===== config.mk =====
export PLATFORM = sky130hd
export DESIGN_NAME = lcd_char_ram_arbiter
export DESIGN_NICKNAME = d
export VERILOG_FILES = /design/src/rtl/lcd_char_ram_arbiter.sv
export SDC_FILE = /design/constraint.sdc
export NUM_CORES = 1
export LEC_CHECK = 0
export BUFFER_PORTS_ARGS = -buffer_cell sky130_fd_sc_hd__buf_2
export CAP_MARGIN = 0
export CORE_UTILIZATION = 35
export DETAILED_ROUTE_END_ITERATION = 16
export REMOVE_ABC_BUFFERS = 1
export SLEW_MARGIN = 20
export SYNTH_ARGS = -nofsm -noshare
export SYNTH_HDL_FRONTEND = slang
export SYNTH_SLANG_ARGS = --single-unit

===== constraint.sdc =====
create_clock -name i_clk -period 3.2 [get_ports i_clk]
set_input_delay 0.32 -clock i_clk [delete_from_list [all_inputs] [get_ports i_clk]]
set_output_delay 0.32 -clock i_clk [all_outputs]
set_load 0.005 [all_outputs]

===== src/rtl/lcd_char_ram_arbiter.sv =====
// rtl/lcd_char_ram_arbiter.sv - character RAM arbiter: fixed-latency video reads, queued host writes, clear sweep
// Optional feature macro: LCD_BLANK_WRITES_EN (writes only while i_den=0)
module lcd_char_ram_arbiter #(
  parameter int              ADDR_W     = 12,
  parameter int              DATA_W     = 8,
  parameter int              CHARS      = 3000,
  parameter int              FIFO_DEPTH = 4,
  parameter logic [DATA_W-1:0] CLR_CHAR = 8'h20
) (
  input  logic              i_clk,
  input  logic              i_rst,
  input  logic              i_den,
  input  logic              i_vid_req,
  input  logic [ADDR_W-1:0] i_vid_addr,
  output logic [DATA_W-1:0] o_vid_data,
  output logic              o_vid_valid,
  input  logic              i_host_valid,
  output logic              o_host_ready,
  input  logic [ADDR_W-1:0] i_host_addr,
  input  logic [DATA_W-1:0] i_host_data,
  input  logic              i_host_clr,
  output logic              o_busy,
  output logic [ADDR_W-1:0] o_ram_addr,
  output logic              o_ram_we,
  output logic [DATA_W-1:0] o_ram_wdata,
  input  logic [DATA_W-1:0] i_ram_rdata
);

  localparam int PTR_W = $clog2(FIFO_DEPTH);

  typedef enum logic {ST_IDLE, ST_CLEAR} state_t;

  state_t              r_state;
  state_t              w_state_next;
  logic                w_clr_start;

  logic [ADDR_W-1:0]   r_fifo_addr [FIFO_DEPTH];
  logic [DATA_W-1:0]   r_fifo_data [FIFO_DEPTH];
  logic [PTR_W:0]      r_wr_ptr;
  logic [PTR_W:0]      r_rd_ptr;

  logic [ADDR_W-1:0]   r_clr_cnt;
  logic                r_busy;
  logic                r_ready_en;
  logic [ADDR_W-1:0]   r_ram_addr;
  logic                r_ram_we;
  logic [DATA_W-1:0]   r_ram_wdata;
  logic                r_rd_p1;
  logic                r_rd_p2;
  logic [DATA_W-1:0]   r_vid_data;
  logic                r_vid_valid;

  logic                w_empty;
  logic                w_full;
  logic                w_push;
  logic                w_pop;
  logic                w_wr_allow;
  logic                w_clr_slot;
  logic                w_clr_last;
  logic [ADDR_W-1:0]   w_head_addr;
  logic [DATA_W-1:0]   w_head_data;
  logic                w_head_in_range;

`ifdef LCD_BLANK_WRITES_EN
  assign w_wr_allow = !i_den;
`else
  logic w_unused_den;
  assign w_unused_den = i_den;
  assign w_wr_allow   = 1'b1;
`endif

  assign w_empty = (r_wr_ptr == r_rd_ptr);
  assign w_full  = (r_wr_ptr[PTR_W] != r_rd_ptr[PTR_W]) &&
                   (r_wr_ptr[PTR_W-1:0] == r_rd_ptr[PTR_W-1:0]);

  assign w_head_addr     = r_fifo_addr[r_rd_ptr[PTR_W-1:0]];
  assign w_head_data     = r_fifo_data[r_rd_ptr[PTR_W-1:0]];
  assign w_head_in_range = ({1'b0, w_head_addr} < (ADDR_W+1)'(CHARS));

  // Readiness comes only from registered state, so a same-cycle pop never frees a slot
  assign o_host_ready = r_ready_en && !w_full && !r_busy;
  assign w_push       = i_host_valid && o_host_ready;

  // Video reads always win; queued writes wait until the sweep is finished
  assign w_clr_slot = !i_vid_req && (r_state == ST_CLEAR) && w_wr_allow;
  assign w_pop      = !i_vid_req && (r_state == ST_IDLE) && !w_empty && w_wr_allow;
  assign w_clr_last = (r_clr_cnt == ADDR_W'(CHARS - 1));

  always_comb begin
    w_state_next = r_state;
    w_clr_start  = 1'b0;
    case (r_state)
      ST_IDLE: begin
        if (i_host_clr) begin
          w_state_next = ST_CLEAR;
          w_clr_start  = 1'b1;
        end
      end
      ST_CLEAR: begin
        if (w_clr_slot && w_clr_last) begin
          w_state_next = ST_IDLE;
        end
      end
      default: w_state_next = ST_IDLE;
    endcase
  end

  always_ff @(posedge i_clk or posedge i_rst) begin
    if (i_rst) begin
      r_state <= ST_IDLE;
    end else begin
      r_state <= w_state_next;
    end
  end

  always_ff @(posedge i_clk) begin
    if (w_push) begin
      r_fifo_addr[r_wr_ptr[PTR_W-1:0]] <= i_host_addr;
      r_fifo_data[r_wr_ptr[PTR_W-1:0]] <= i_host_data;
    end
  end

  always_ff @(posedge i_clk or posedge i_rst) begin
    if (i_rst) begin
      r_wr_ptr    <= '0;
      r_rd_ptr    <= '0;
      r_clr_cnt   <= '0;
      r_busy      <= 1'b0;
      r_ready_en  <= 1'b0;
      r_ram_addr  <= '0;
      r_ram_we    <= 1'b0;
      r_ram_wdata <= '0;
      r_rd_p1     <= 1'b0;
      r_rd_p2     <= 1'b0;
      r_vid_data  <= '0;
      r_vid_valid <= 1'b0;
    end else begin
      r_ready_en <= 1'b1;
      // Held one edge past the final clear write so the host sees the sweep end cleanly
      r_busy     <= (r_state == ST_CLEAR) || w_clr_start;

      if (w_clr_start) begin
        r_clr_cnt <= '0;
      end else if (w_clr_slot) begin
        r_clr_cnt <= r_clr_cnt + ADDR_W'(1);
      end

      if (w_push) begin
        r_wr_ptr <= r_wr_ptr + (PTR_W+1)'(1);
      end
      if (w_pop) begin
        r_rd_ptr <= r_rd_ptr + (PTR_W+1)'(1);
      end

      if (i_vid_req) begin
        r_ram_addr <= i_vid_addr;
        r_ram_we   <= 1'b0;
      end else if (w_clr_slot) begin
        r_ram_addr  <= r_clr_cnt;
        r_ram_we    <= 1'b1;
        r_ram_wdata <= CLR_CHAR;
      end else if (w_pop && w_head_in_range) begin
        r_ram_addr  <= w_head_addr;
        r_ram_we    <= 1'b1;
        r_ram_wdata <= w_head_data;
      end else begin
        r_ram_we <= 1'b0;
      end

      r_rd_p1     <= i_vid_req;
      r_rd_p2     <= r_rd_p1;
      r_vid_valid <= r_rd_p2;
      if (r_rd_p2) begin
        r_vid_data <= i_ram_rdata;
      end
    end
  end

  assign o_busy      = r_busy;
  assign o_ram_addr  = r_ram_addr;
  assign o_ram_we    = r_ram_we;
  assign o_ram_wdata = r_ram_wdata;
  assign o_vid_data  = r_vid_data;
  assign o_vid_valid = r_vid_valid;

endmodule


=== Word-level counts from Yosys, hierarchy flattened ===
Memory sizes are Yosys's and may differ from the RTL's.
Index checks and enable logic that the tools add are counted.

* Add/subtract/negate cells: 3
* Multiply operators: 0
* Div/mod/pow operators: 0
* Magnitude comparators: 1
* Equal/unequal tests: 4
* Shift operators: 0
* Muxes and demuxes: 16
* Bitwise gates (word level): 2
* Reduce and logical (&&, ||, !) cells: 18

{| class="wikitable"
|+ Operators by type and width
! operator !! count
|-
| two-way mux 12 bit || 5
|-
| two-way mux 8 bit || 2
|-
| adder 12 x 1 -> 12 bit, second input constant || 1
|-
| == test 12 bit, second input constant || 1
|-
| less-than comparator 12 bit, second input constant || 1
|-
| logical AND 1 bit || 9
|-
| two-way mux 1 bit || 8
|-
| adder 3 x 1 -> 3 bit, second input constant || 2
|-
| logical NOT 1 bit || 4
|-
| nonzero test 2 bit || 2
|-
| == test 3 bit || 1
|-
| nonzero test 3 bit || 1
|-
| == test 2 bit || 1
|-
| inverter 1 bit || 2
|-
| case mux 1 bit (2 select lines) || 1
|-
| AND reduction 2 bit || 1
|-
| logical OR 1 bit || 1
|-
| != test 1 bit || 1
|}

* Bits in registers: 53
* Latch bits: 0
* RAM bits: 80
* Bits in read-only memories: 0
* Input port bits: 46
* Word-level logic and storage cells: 59
* Memories kept: 2

{| class="wikitable"
|+ Memory list
! name !! words !! bits a word !! read ports !! clocked after Yosys merged registers in !! wr ports !! line !! RTL
|-
| r_fifo_addr || 4 || 12 || 1 || 0 || 1 || 37 || <nowiki>logic [ADDR_W-1:0] r_fifo_addr [FIFO_DEPTH];</nowiki>
|-
| r_fifo_data || 4 || 8 || 1 || 0 || 1 || 38 || <nowiki>logic [DATA_W-1:0] r_fifo_data [FIFO_DEPTH];</nowiki>
|}

=== Logic depth before layout (Yosys ltp) ===
Gate-level depths: netlist of run 1.

* Word-level depth: 8
* Depth in mapped cells: 8

=== Worst setup path after synthesis of run 1 ===
OpenSTA, ideal clock, no wires.

* Path kind: reg2reg
* From: register r_rd_ptr[0]
* To: register r_ram_addr[0] (netlist: o_ram_addr[0])
* Data arrival time: 2134 ps
* Required time: 3075 ps
* Setup slack: 941 ps
* Stages on the path, launching flop included: 9
* Period minus slack after synthesis: 2259 ps
* Cells stage by stage: dfrtp_1 buf_6 buf_6 mux4_2 a31oi_1 o311a_4 nand2b_4 buf_6 mux2_4

* Cells in the longest elaborated chain, start to end: 5
* Elaborated cells between the ends (all ways): 10
* Classes of those cells: order compare (1); eq/ne (1); mux (3); reduce/logical (4); memory (1)

{| class="wikitable"
|+ RTL lines
! element !! line !! RTL
|-
| start: declaration || 40 || <nowiki>logic [PTR_W:0] r_rd_ptr;</nowiki>
|-
| start signal: assignment || 152 || <nowiki>r_rd_ptr <= r_rd_ptr + (PTR_W+1)'(1);</nowiki>
|-
| branches (longest 5 deep; another with memory read (4 x 12 bit)) || - ||
|-
| end signal: assignment || 156 || <nowiki>r_ram_addr <= i_vid_addr;</nowiki>
|-
| end signal: assignment || 159 || <nowiki>r_ram_addr <= r_clr_cnt;</nowiki>
|-
| end signal: assignment || 163 || <nowiki>r_ram_addr <= w_head_addr;</nowiki>
|-
| end: declaration || 45 || <nowiki>logic [ADDR_W-1:0] r_ram_addr;</nowiki>
|}

Parallel ways; which one is timed is not known. The select of a mux whose other input is x is not followed.
A chain may end at the register's enable or synchronous reset.

=== Worst setup path in the final report of run 1 ===
* From: register r_rd_ptr[0]
* To: register r_ram_addr[9] (netlist: o_ram_addr[9])

The elaborated chain is that of the path after synthesis.

==> impl_metrics.csv, run 1 <==
group,metric,value,unit
critical_path,crit_arrival,2890,ps
die,core_area,15200,um^2
critical_path,required,3490,ps
sta,slew_headroom,57.34,%
global_route,grt_overflow,0,
cells_and_area,areaGrowthSynthToFinish,22.96,%
place,numPortBuffers,76,
drt,wl_per_cell,16.88,um
critical_path,cp-start-kind,"flop",
clock_network,cts_setup_buffers,0,
synthesis,yosysUniqueCellTypes,36,
sta,timing.hold.ws,-6.478,ps
pwr,p_leak,0.002755,uW
cells_and_area,fin_nets,487,
clock_network,clock_path_buffers,2,
sta,final-hold-violation-count,14,
critical_path,cp_num_buf_inv,2,
critical_path,crit_fanout,12,
synthesis,synth_xor_area_share,1.444,%
cells_and_area,instances_no_fill,636,
cells_and_area,diodes,0,
clock_network,htree_num_levels,4,
sta,slew_violations,0,
critical_path,path_cells,"buf_12 > buf_4 > mux4_2 > nand2_1 > o311a_4 > nand2b_4 > mux2_2",
sta,skew,12.55,ps
die,placementRows,45,
drt,wl_met2,5.488,mm
critical_path,cp.depth,7,
synthesis,yosys.area.top_type,"edfxtp_1",
clock_network,path_clk_slew,60,ps
pwr,ir_drop,371.9,uV
drt,drt_iter0_markers,225,
clock_network,hold_buffers,0,
clock_network,cts_buffers,17,
synthesis,ys_ff_latch,133,
outcome,violations,"negative hold slack",
place,place_inst,604,
synthesis,syn_avg_cell_area,15.92,um^2
synthesis,synthTopCellsByArea,"edfxtp_1 44%, dfrtp_1 24%, mux4_2 8.2%",
flow_run,cap_violations,0,
critical_path,endpoint_kind,"flop",
synthesis,ys.flop_type,"edfxtp_1",
cells_and_area,layout-drive-gt1-share,36.38,%
sta,period_share,81.16,%
synthesis,yosys.area.top_type_share,44.00,%
drt,viasPerCell,4.874,
global_route,grt_use_total,14.59,%
critical_path,cp_slowest_stage_delay,580,ps
die,dieHeight,126.9,um
global_route,grt_pass1_wl,17.22,mm
sta,worstMarginPinSlew,638.9,ps
place,dp_hpwl,7.208,mm
pwr,p_per_area,641.8,nW/um^2
cells_and_area,final_util,44.16,%
outcome,status,"finished, violations left",
synthesis,synth_edf_count,80,
global_route,grt_pass1_vias,3331,
synthesis,synth_compound_area_share,4.629,%
sta,fmax,385.1,MHz
clock_network,cts-resized-gates,0,
critical_path,reg2reg_depth,7,
drt,drtAntennaViolNets,0,
critical_path,crit_type,"reg2reg",
drt,wirelength,10.73,mm
synthesis,synth_commonest_cells,"80 x edfxtp_1, 53 x dfrtp_1, 40 x nand2_1",
drt,wl_met1,4.559,mm
synthesis,synthSimpleGateAreaFrac,6.645,%
synthesis,ys_seq_area_share,68.29,%
die,dieWidth,126.9,um
synthesis,muxShareOfSynthArea,15.65,%
drt,drc,0,
critical_path,slowest_stage,"mux4_2",
synthesis,synthArstFlopShare,39.85,%
clock_network,root_buffer,"clkbuf_16",
die,num_io_pins,78,
drt,highest_layer,"met4",
synthesis,synthCells,343,
sta,tns,0,ps
clock_network,clock_sinks,133,
sta,final-setup-viol-count,0,
die,start_util,35.92,%
synthesis,yosys.cell_count.top_type,"edfxtp_1",
synthesis,synth_top_family_by_area,"multiplexers",
drt,routed-wl-met3,545,um
drt,num_vias,3100,
clock_network,clock_latency,410,ps
sta,rsz0062_at_grt,"false",
critical_path,critPathTopFamily,"multiplexers",
clock_network,cts_tree,"yes",
place,globalplace.congestion,0.7969,
global_route,antenna_found_initial,0,
synthesis,yosysWarnings,0,
synthesis,synthAdderAreaFrac,1.375,%
worst_hold_path,hold_path_class,"in2async",
global_route,grt_max_degree,30,
synthesis,syn-cell-area,5460,um^2
die,die_area,16100,um^2
sta,min_period,2597,ps
drt,firstDrtPassIters,4,
## cells in the final DEF, fill, tap and decap left out, types with 3 or more instances in the layout
cell and count:
mux2i_1 13, inv_1 5, and3_1 4, dfrtp_1 53
xor2_1 5, clkbuf_16 17, mux4_2 20, nand2_1 40
a31oi_1 4, buf_4 11, nor2_1 10, mux2_4 10
xnor2_1 4, o21ai_0 32, ha_1 6, clkbuf_1 3
bufinv_16 4, clkinv_4 3, nand3_1 8, mux2_2 11
buf_2 76, edfxtp_1 80
## cell type report
type,instances,area [um^2]
fillers,1409,8488
clock buffers,20,436.7
repair buffers,88,483.0
multi-input cells,189,1629
flip-flops and latches,133,3729
well taps,188,235.2
clock inverters,12,178.9
inverters,6,22.52
## metal layers
metal / up-vias / GRT usage (%)
li1: 1469 / -
met2: 73 / 24.31
met5: - / 0
met1: 1545 / 17.17
met3: 13 / 5.019
met4: 0 / 6.232
## power breakdown
group / leakage [uW] / switching [uW] / internal, uW
clock: 0.000292 / 700 / 1300
combinational: 0.00108 / 161 / 189
sequential: 0.00138 / 66.3 / 1890
total: 0.00276 / 928 / 3380
## through the flow
step | setup slack (ps) | hold WS, ps | power (uW) | cell area, um^2
finish | 603.0 | -6.478 | 4309 | 6714
global route | 463.8 | 48.66 | 4479 | 6714
CTS | 561.1 | 5.970 | 4367 | 6713
detailed placement | 574.4 | 344.9 | 2347 | 6097
global placement | 605.1 | 336.6 | 2333 | 6097
floorplan | 262.6 | 331.2 | 2193 | 5379
## sequential cells by signal (all words and copies together), names as in the netlist
signal,count
o_busy,1
r_wr_ptr,3
r_rd_p1,1
r_rd_ptr,3
r_fifo_data,32
o_ram_addr,12
r_state,1
o_ram_we,1
r_rd_p2,1
r_ready_en,1
o_ram_wdata,8
r_clr_cnt,12
r_fifo_addr,48
o_vid_data,8
o_vid_valid,1
## cell families after synthesis
group / count (synthesis)
buffers and inverters: 21
flip-flops: 133
other: 1
XOR/XNOR: 9
multiplexers: 54
adder cells (fa/ha/maj): 6
AO/OA/AOI/OAI: 43
AND/OR/NAND/NOR: 76
## worst paths after layout
check                      slack (ps)           start                end
setup / recovery                  600     r_rd_ptr[0]      o_ram_addr[9]
setup reg to reg                  600     r_rd_ptr[0]      o_ram_addr[9]
hold reg to reg                   360         r_rd_p1            r_rd_p2
max in group asynchronous        2420           i_rst      r_clr_cnt[10]
min in group i_clk                120  i_host_addr[8]  r_fifo_addr[3][8]
hold / removal                     -6           i_rst     o_ram_wdata[1]
No activity file was read; power rests on OpenSTA's default activity.
==> inputs of run 2 (changes only) <==
==> constraint.sdc (replaced) <==
create_clock -name i_clk -period 2.27 [get_ports i_clk]
set_input_delay 0.227 -clock i_clk [delete_from_list [all_inputs] [get_ports i_clk]]
set_output_delay 0.227 -clock i_clk [all_outputs]
set_load 0.005 [all_outputs]
==> impl_metrics.csv, run 2 (synthesized netlist as in run 1, its figures left out) <==
group,metric,value,unit
pwr,p_per_area,850.5,nW/um^2
drt,firstDrtPassIters,4,
drt,num_vias,3124,
sta,period_share,97.56,%
pwr,ir_drop,607.0,uV
critical_path,cp_num_buf_inv,0,
global_route,antenna_found_initial,0,
critical_path,critPathTopFamily,"multiplexers",
global_route,grtUsageMet3,5.736,%
die,die_area,16100,um^2
cells_and_area,nFillCells,1365,
drt,wl_per_cell,16.54,um
global_route,met2_usage,22.85,%
critical_path,cp_slowest_stage_delay,570,ps
clock_network,root_buffer,"clkbuf_16",
pwr,p_leak,0.002780,uW
sta,worstMarginPinSlew,603.5,ps
sta,finalWorstSetupSlack,55.32,ps
place,globalplace.congestion,0.8298,
global_route,top_usage_layer,"met2",
global_route,grt_pass1_vias,3198,
place,dp_hpwl,7.200,mm
die,core_area,15200,um^2
global_route,grt_overflow,0,
worst_hold_path,hold_path_class,"in2reg",
critical_path,crit_fanout,6,
clock_network,clock_sinks,133,
sta,skew,6.196,ps
drt,drtAntennaViolNets,0,
sta,slew_violations,0,
critical_path,cp-start-kind,"flop",
critical_path,path_cells,"mux4_2 > nand3b_4 > o311a_4 > nand2b_4 > mux2_4",
flow_run,cap_violations,0,
clock_network,cts_buffers,17,
drt,wirelength,10.64,mm
clock_network,path_clk_slew,60,ps
place,place_inst,609,
cells_and_area,final_common_cell,"edfxtp_1",
die,dieWidth,126.9,um
drt,drt_iter0_markers,190,
cells_and_area,final_cell_mix,"80 x edfxtp_1, 76 x buf_2, 52 x dfrtp_1, 40 x nand2_1, 32 x o21ai_0",
die,placementRows,45,
sta,final-setup-viol-count,0,
place,pre_cts_ws,-92.41,ps
pwr,power,5783,uW
sta,rsz0062_at_grt,"false",
place,numPortBuffers,76,
outcome,status,"finished, final reports clean",
clock_network,htree_num_levels,4,
sta,timing.hold.ws,18.48,ps
global_route,grt_max_degree,28,
cells_and_area,largest_reg_flops,48,
sta,final-hold-violation-count,0,
sta,slew_headroom,59.71,%
critical_path,crit_arrival,2520,ps
clock_network,clock_path_buffers,2,
die,start_util,35.92,%
global_route,grt_pass1_wl,16.95,mm
place,placed_cell_area,6185,um^2
global_route,grt_use_total,14.53,%
cells_and_area,instances_no_fill,643,
die,num_io_pins,78,
clock_network,cts_tree,"yes",
cells_and_area,diodes,0,
clock_network,clock_latency,420,ps
clock_network,cts_setup_buffers,0,
cells_and_area,areaGrowthSynthToFinish,24.54,%
drt,drc,0,
critical_path,required,2570,ps
cells_and_area,layout-drive-gt1-share,38.02,%
global_route,use_met1,17.85,%
cells_and_area,finish.instance_area,6800,um^2
sta,min_period,2215,ps
cells_and_area,fin_nets,495,
die,dieHeight,126.9,um
drt,viasPerCell,4.858,
sta,fmax,451.5,MHz
critical_path,endpoint_kind,"flop",
critical_path,crit_type,"reg2reg",
critical_path,slowest_stage,"mux4_2",
==> run 2: changes by cell type in the layout (fill, tap and decap cells not counted), moves of 2 or more <==
cell / delta
buf_12: +4
clkinv_2: +4
bufinv_16: -3
clkbuf_1: -3
buf_4: -2
buf_6: +2
clkinvlp_4: +2
dlygate4sd3_1: +2
==> run 2: metal layers <==
metal  wire length, um  vias to the layer above  share of wire, %
met3               583                       13               5.5
met1              4790                     1536                45
met2              5121                       84                48
li1                  -                     1491                 -
met5                 0                        -                 0
met4               143                        0               1.3
==> run 2: final timing paths <==
| kind | from | to | slack, ps | cells past startpoint |
|---|---|---|---|---|
| setup / recovery | r_rd_ptr[0] | o_ram_addr[1] | 60 | 5 |
| hold / removal | i_host_data[3] | r_fifo_data[0][3] | 20 | 1 |
| setup reg to reg | r_rd_ptr[0] | o_ram_addr[1] | 60 | 5 |
| hold reg to reg | r_rd_p1 | r_rd_p2 | 350 | 0 |
| max in group asynchronous | i_rst | r_rd_ptr[0] | 1250 | 4 |
| min in group asynchronous | i_rst | o_vid_data[0] | 440 | 3 |
==> run 2: final cells by class <==
class / instances / area (um^2) / share of cell area [%]
timing repair buffer: 95 / 605.6 / 8.905
clock inverter: 13 / 111.4 / 1.638
inverter: 6 / 22.52 / 0.3312
sequential: 133 / 3730 / 54.85
clock buffer: 18 / 439.2 / 6.458
tap: 188 / 235.2 / 3.459
multi-input combinational: 190 / 1657 / 24.36
==> run 2: what timing repair did <==
action	4_1_cts	5_1_grt
hold endpoints to repair	26	4
endpoints found under the setup margin	12	3
hold buffers	1	1
cloned	1	0
resized for setup	5	3
pin swaps	0	0
==> run 2: power by group <==
part | total (uW) | internal (uW) | switching [uW] | leakage, uW
Clock | 2510 | 1520 | 994 | 0.000263
Combinational | 520 | 287 | 233 | 0.00114
Sequential | 2750 | 2660 | 91.0 | 0.00138
==> run 2: stage by stage <==
stage                     setup TNS, ps  utilization (%)
after global placement           -268.1            40.68
after CTS                             0            44.56
after global routing                  0            44.73
final                                 0            44.73
after floorplan                  -31010                -
after detailed placement         -689.5            40.68
==> inputs of run 3 (changes only) <==
--- a/config.mk
+++ b/config.mk
@@ -5,11 +5,14 @@
 export SDC_FILE = /design/constraint.sdc
 export NUM_CORES = 1
 export LEC_CHECK = 0
+export ABC_AREA = 1
 export BUFFER_PORTS_ARGS = -buffer_cell sky130_fd_sc_hd__buf_2
 export CAP_MARGIN = 0
 export CORE_UTILIZATION = 35
+export CTS_CLUSTER_SIZE = 12
 export DETAILED_ROUTE_END_ITERATION = 16
 export REMOVE_ABC_BUFFERS = 1
+export SKIP_LAST_GASP = 1
 export SLEW_MARGIN = 20
 export SYNTH_ARGS = -nofsm -noshare
 export SYNTH_HDL_FRONTEND = slang
==> impl_metrics.csv, run 3 <==
group,metric,value,unit
synthesis,syn_avg_cell_area,10.90,um^2
sta,final-setup-viol-count,0,
sta,fmax,499.6,MHz
place,globalplace.congestion,0.8899,
clock_network,cts_buffers,17,
outcome,status,"finished, final reports clean",
pwr,power,5764,uW
sta,skew,7.466,ps
drt,drtAntennaViolNets,0,
cells_and_area,fin_nets,657,
die,core_area,15430,um^2
synthesis,syn-cell-area,5615,um^2
critical_path,crit_arrival,2300,ps
cells_and_area,largest_reg_flops,48,
synthesis,yosys.area.top_type,"edfxtp_1",
cells_and_area,areaGrowthSynthToFinish,21.88,%
synthesis,synthCells,515,
global_route,antenna_found_initial,1,
drt,drc,0,
clock_network,cts-resized-gates,0,
global_route,grt_overflow,0,
clock_network,root_buffer,"clkbuf_16",
drt,wl_per_cell,15.37,um
global_route,grt_pass1_vias,4091,
drt,drt_iter0_markers,226,
die,dieHeight,128.7,um
cells_and_area,final_common_cell,"nand2_1",
place,place_inst,796,
synthesis,yosys.cell_count.top_type,"nand2_1",
clock_network,clock_path_buffers,2,
critical_path,required,2570,ps
sta,timing.hold.ws,25.07,ps
pwr,p_per_area,842.3,nW/um^2
place,numPortBuffers,76,
synthesis,synth_edf_count,80,
sta,period_share,88.18,%
clock_network,htree_num_levels,4,
critical_path,endpoint_kind,"flop",
clock_network,clock_latency,410,ps
flow_run,cap_violations,0,
clock_network,cts_tree,"yes",
sta,tns,0,ps
global_route,grt_use_total,17.10,%
cells_and_area,instances_no_fill,829,
critical_path,crit_type,"reg2reg",
clock_network,path_clk_slew,60,ps
die,start_util,36.40,%
critical_path,cp-start-kind,"flop",
clock_network,clock_sinks,133,
pwr,p_leak,0.002909,uW
synthesis,yosysUniqueCellTypes,36,
sta,rsz0062_at_grt,"false",
drt,firstDrtPassIters,4,
synthesis,ys_seq_area_share,66.40,%
synthesis,synth_commonest_cells,"125 x nand2_1, 80 x edfxtp_1, 53 x dfrtp_1",
sta,slew_violations,0,
drt,wirelength,12.75,mm
critical_path,crit_fanout,17,
global_route,grt_max_degree,47,
synthesis,yosys.area.top_type_share,42.78,%
synthesis,synthArstFlopShare,39.85,%
synthesis,ys.flop_type,"edfxtp_1",
drt,num_vias,3965,
die,die_area,16550,um^2
die,dieWidth,128.7,um
synthesis,yosysWarnings,0,
die,placementRows,45,
sta,final-hold-violation-count,0,
global_route,grt_pass1_wl,20.93,mm
die,num_io_pins,78,
cells_and_area,final_cell_mix,"125 x nand2_1, 80 x edfxtp_1, 76 x buf_2, 53 x dfrtp_1, 48 x nand3_1",
sta,min_period,2002,ps
pwr,ir_drop,495.7,uV
synthesis,synthTopCellsByArea,"edfxtp_1 43%, dfrtp_1 24%, nand2_1 8.4%",
worst_hold_path,hold_path_class,"in2reg",
clock_network,cts_setup_buffers,0,
place,dp_hpwl,8.449,mm
cells_and_area,layout-drive-gt1-share,22.85,%
drt,viasPerCell,4.783,
synthesis,ys_ff_latch,133,
critical_path,reg2reg_slack,270,ps
## run 3: changes by cell type in the layout (fill, tap and decap cells not counted), sizes merged, moves of 7 or more
cell / previous run / this run
mux2i: 13 / 0
mux4: 20 / 0
inv: 6 / 37
mux2: 21 / 8
nand3: 8 / 48
o22ai: 1 / 13
nor2: 10 / 48
nand2: 40 / 130
o211ai: 0 / 7
## run 3: layout make-up
cell class | count | area, um^2
multi-input combinational | 325 | 1615
fill | 1529 | 8583
clock buffer | 20 | 446.7
tap | 211 | 264.0
timing repair buffer | 93 | 573.1
inverter | 35 | 133.9
antenna | 1 | 2.502
sequential | 133 | 3729
clock inverter | 11 | 80.08
## run 3: critical path, stage by stage, from the launching register on
cell	delay, ps
dfrtp_1	450
inv_2	310
nand3_1	120
nand2_1	170
nand3_1	100
nor2_2	130
nand2_2	70
nand2_4	150
buf_4	190
nand2_1	70
nand2_1	80
nand2_1	50
## run 3: cells by family (layout without fill, tap and decap cells)
kind of cell | Yosys count | after routing | share of synthesized area [%]
AO/OA/AOI/OAI | 68 | 68 | 7.019
AND/OR/NAND/NOR | 235 | 235 | 17.60
flip-flops | 133 | 133 | 66.40
adder cells (fa/ha/maj) | 6 | 6 | 1.337
buffers and inverters | 57 | 159 | 4.880
multiplexers | 8 | 8 | 1.604
XOR/XNOR | 7 | 7 | 1.092
other | 1 | 2 | 0.06678
## run 3: per-stage QoR
stage	utilization (%)	worst slack [ps]	area, um^2
after floorplan	-	-613.7	5475
after global placement	40.87	258.6	6305
after detailed placement	40.87	228.2	6305
after CTS	44.35	212.2	6842
after global routing	44.35	38.73	6842
final	44.36	268.4	6844
## run 3: where the power goes
group          switching [uW]  internal, uW  leakage [uW]
registers                 102          2680       0.00137
logic                     325           225       0.00129
clock network            1010          1420      0.000250
## run 3: repair_timing
item                                   CTS  global route
endpoints found under the hold margin    7             0
setup endpoints to repair                0             0
hold buffers                             1             0
## run 3: routing by layer
| layer | wire (um) | GRT usage [%] |
|---|---|---|
| met5 | 0 | 0 |
| met4 | 76 | 5.190 |
| met3 | 773 | 4.990 |
| met2 | 6347 | 29.19 |
| met1 | 5548 | 20.93 |
## run 3: worst paths after layout
check,start,to,depth (start not counted)
setup / recovery,r_rd_ptr[1],o_ram_wdata[5],11
hold / removal,i_host_data[1],r_fifo_data[1][1],1
setup reg to reg,r_rd_ptr[1],o_ram_wdata[5],11
hold reg to reg,r_rd_p1,r_rd_p2,0
max in group asynchronous,i_rst,o_ram_wdata[5],4
min in group asynchronous,i_rst,o_vid_data[2],3
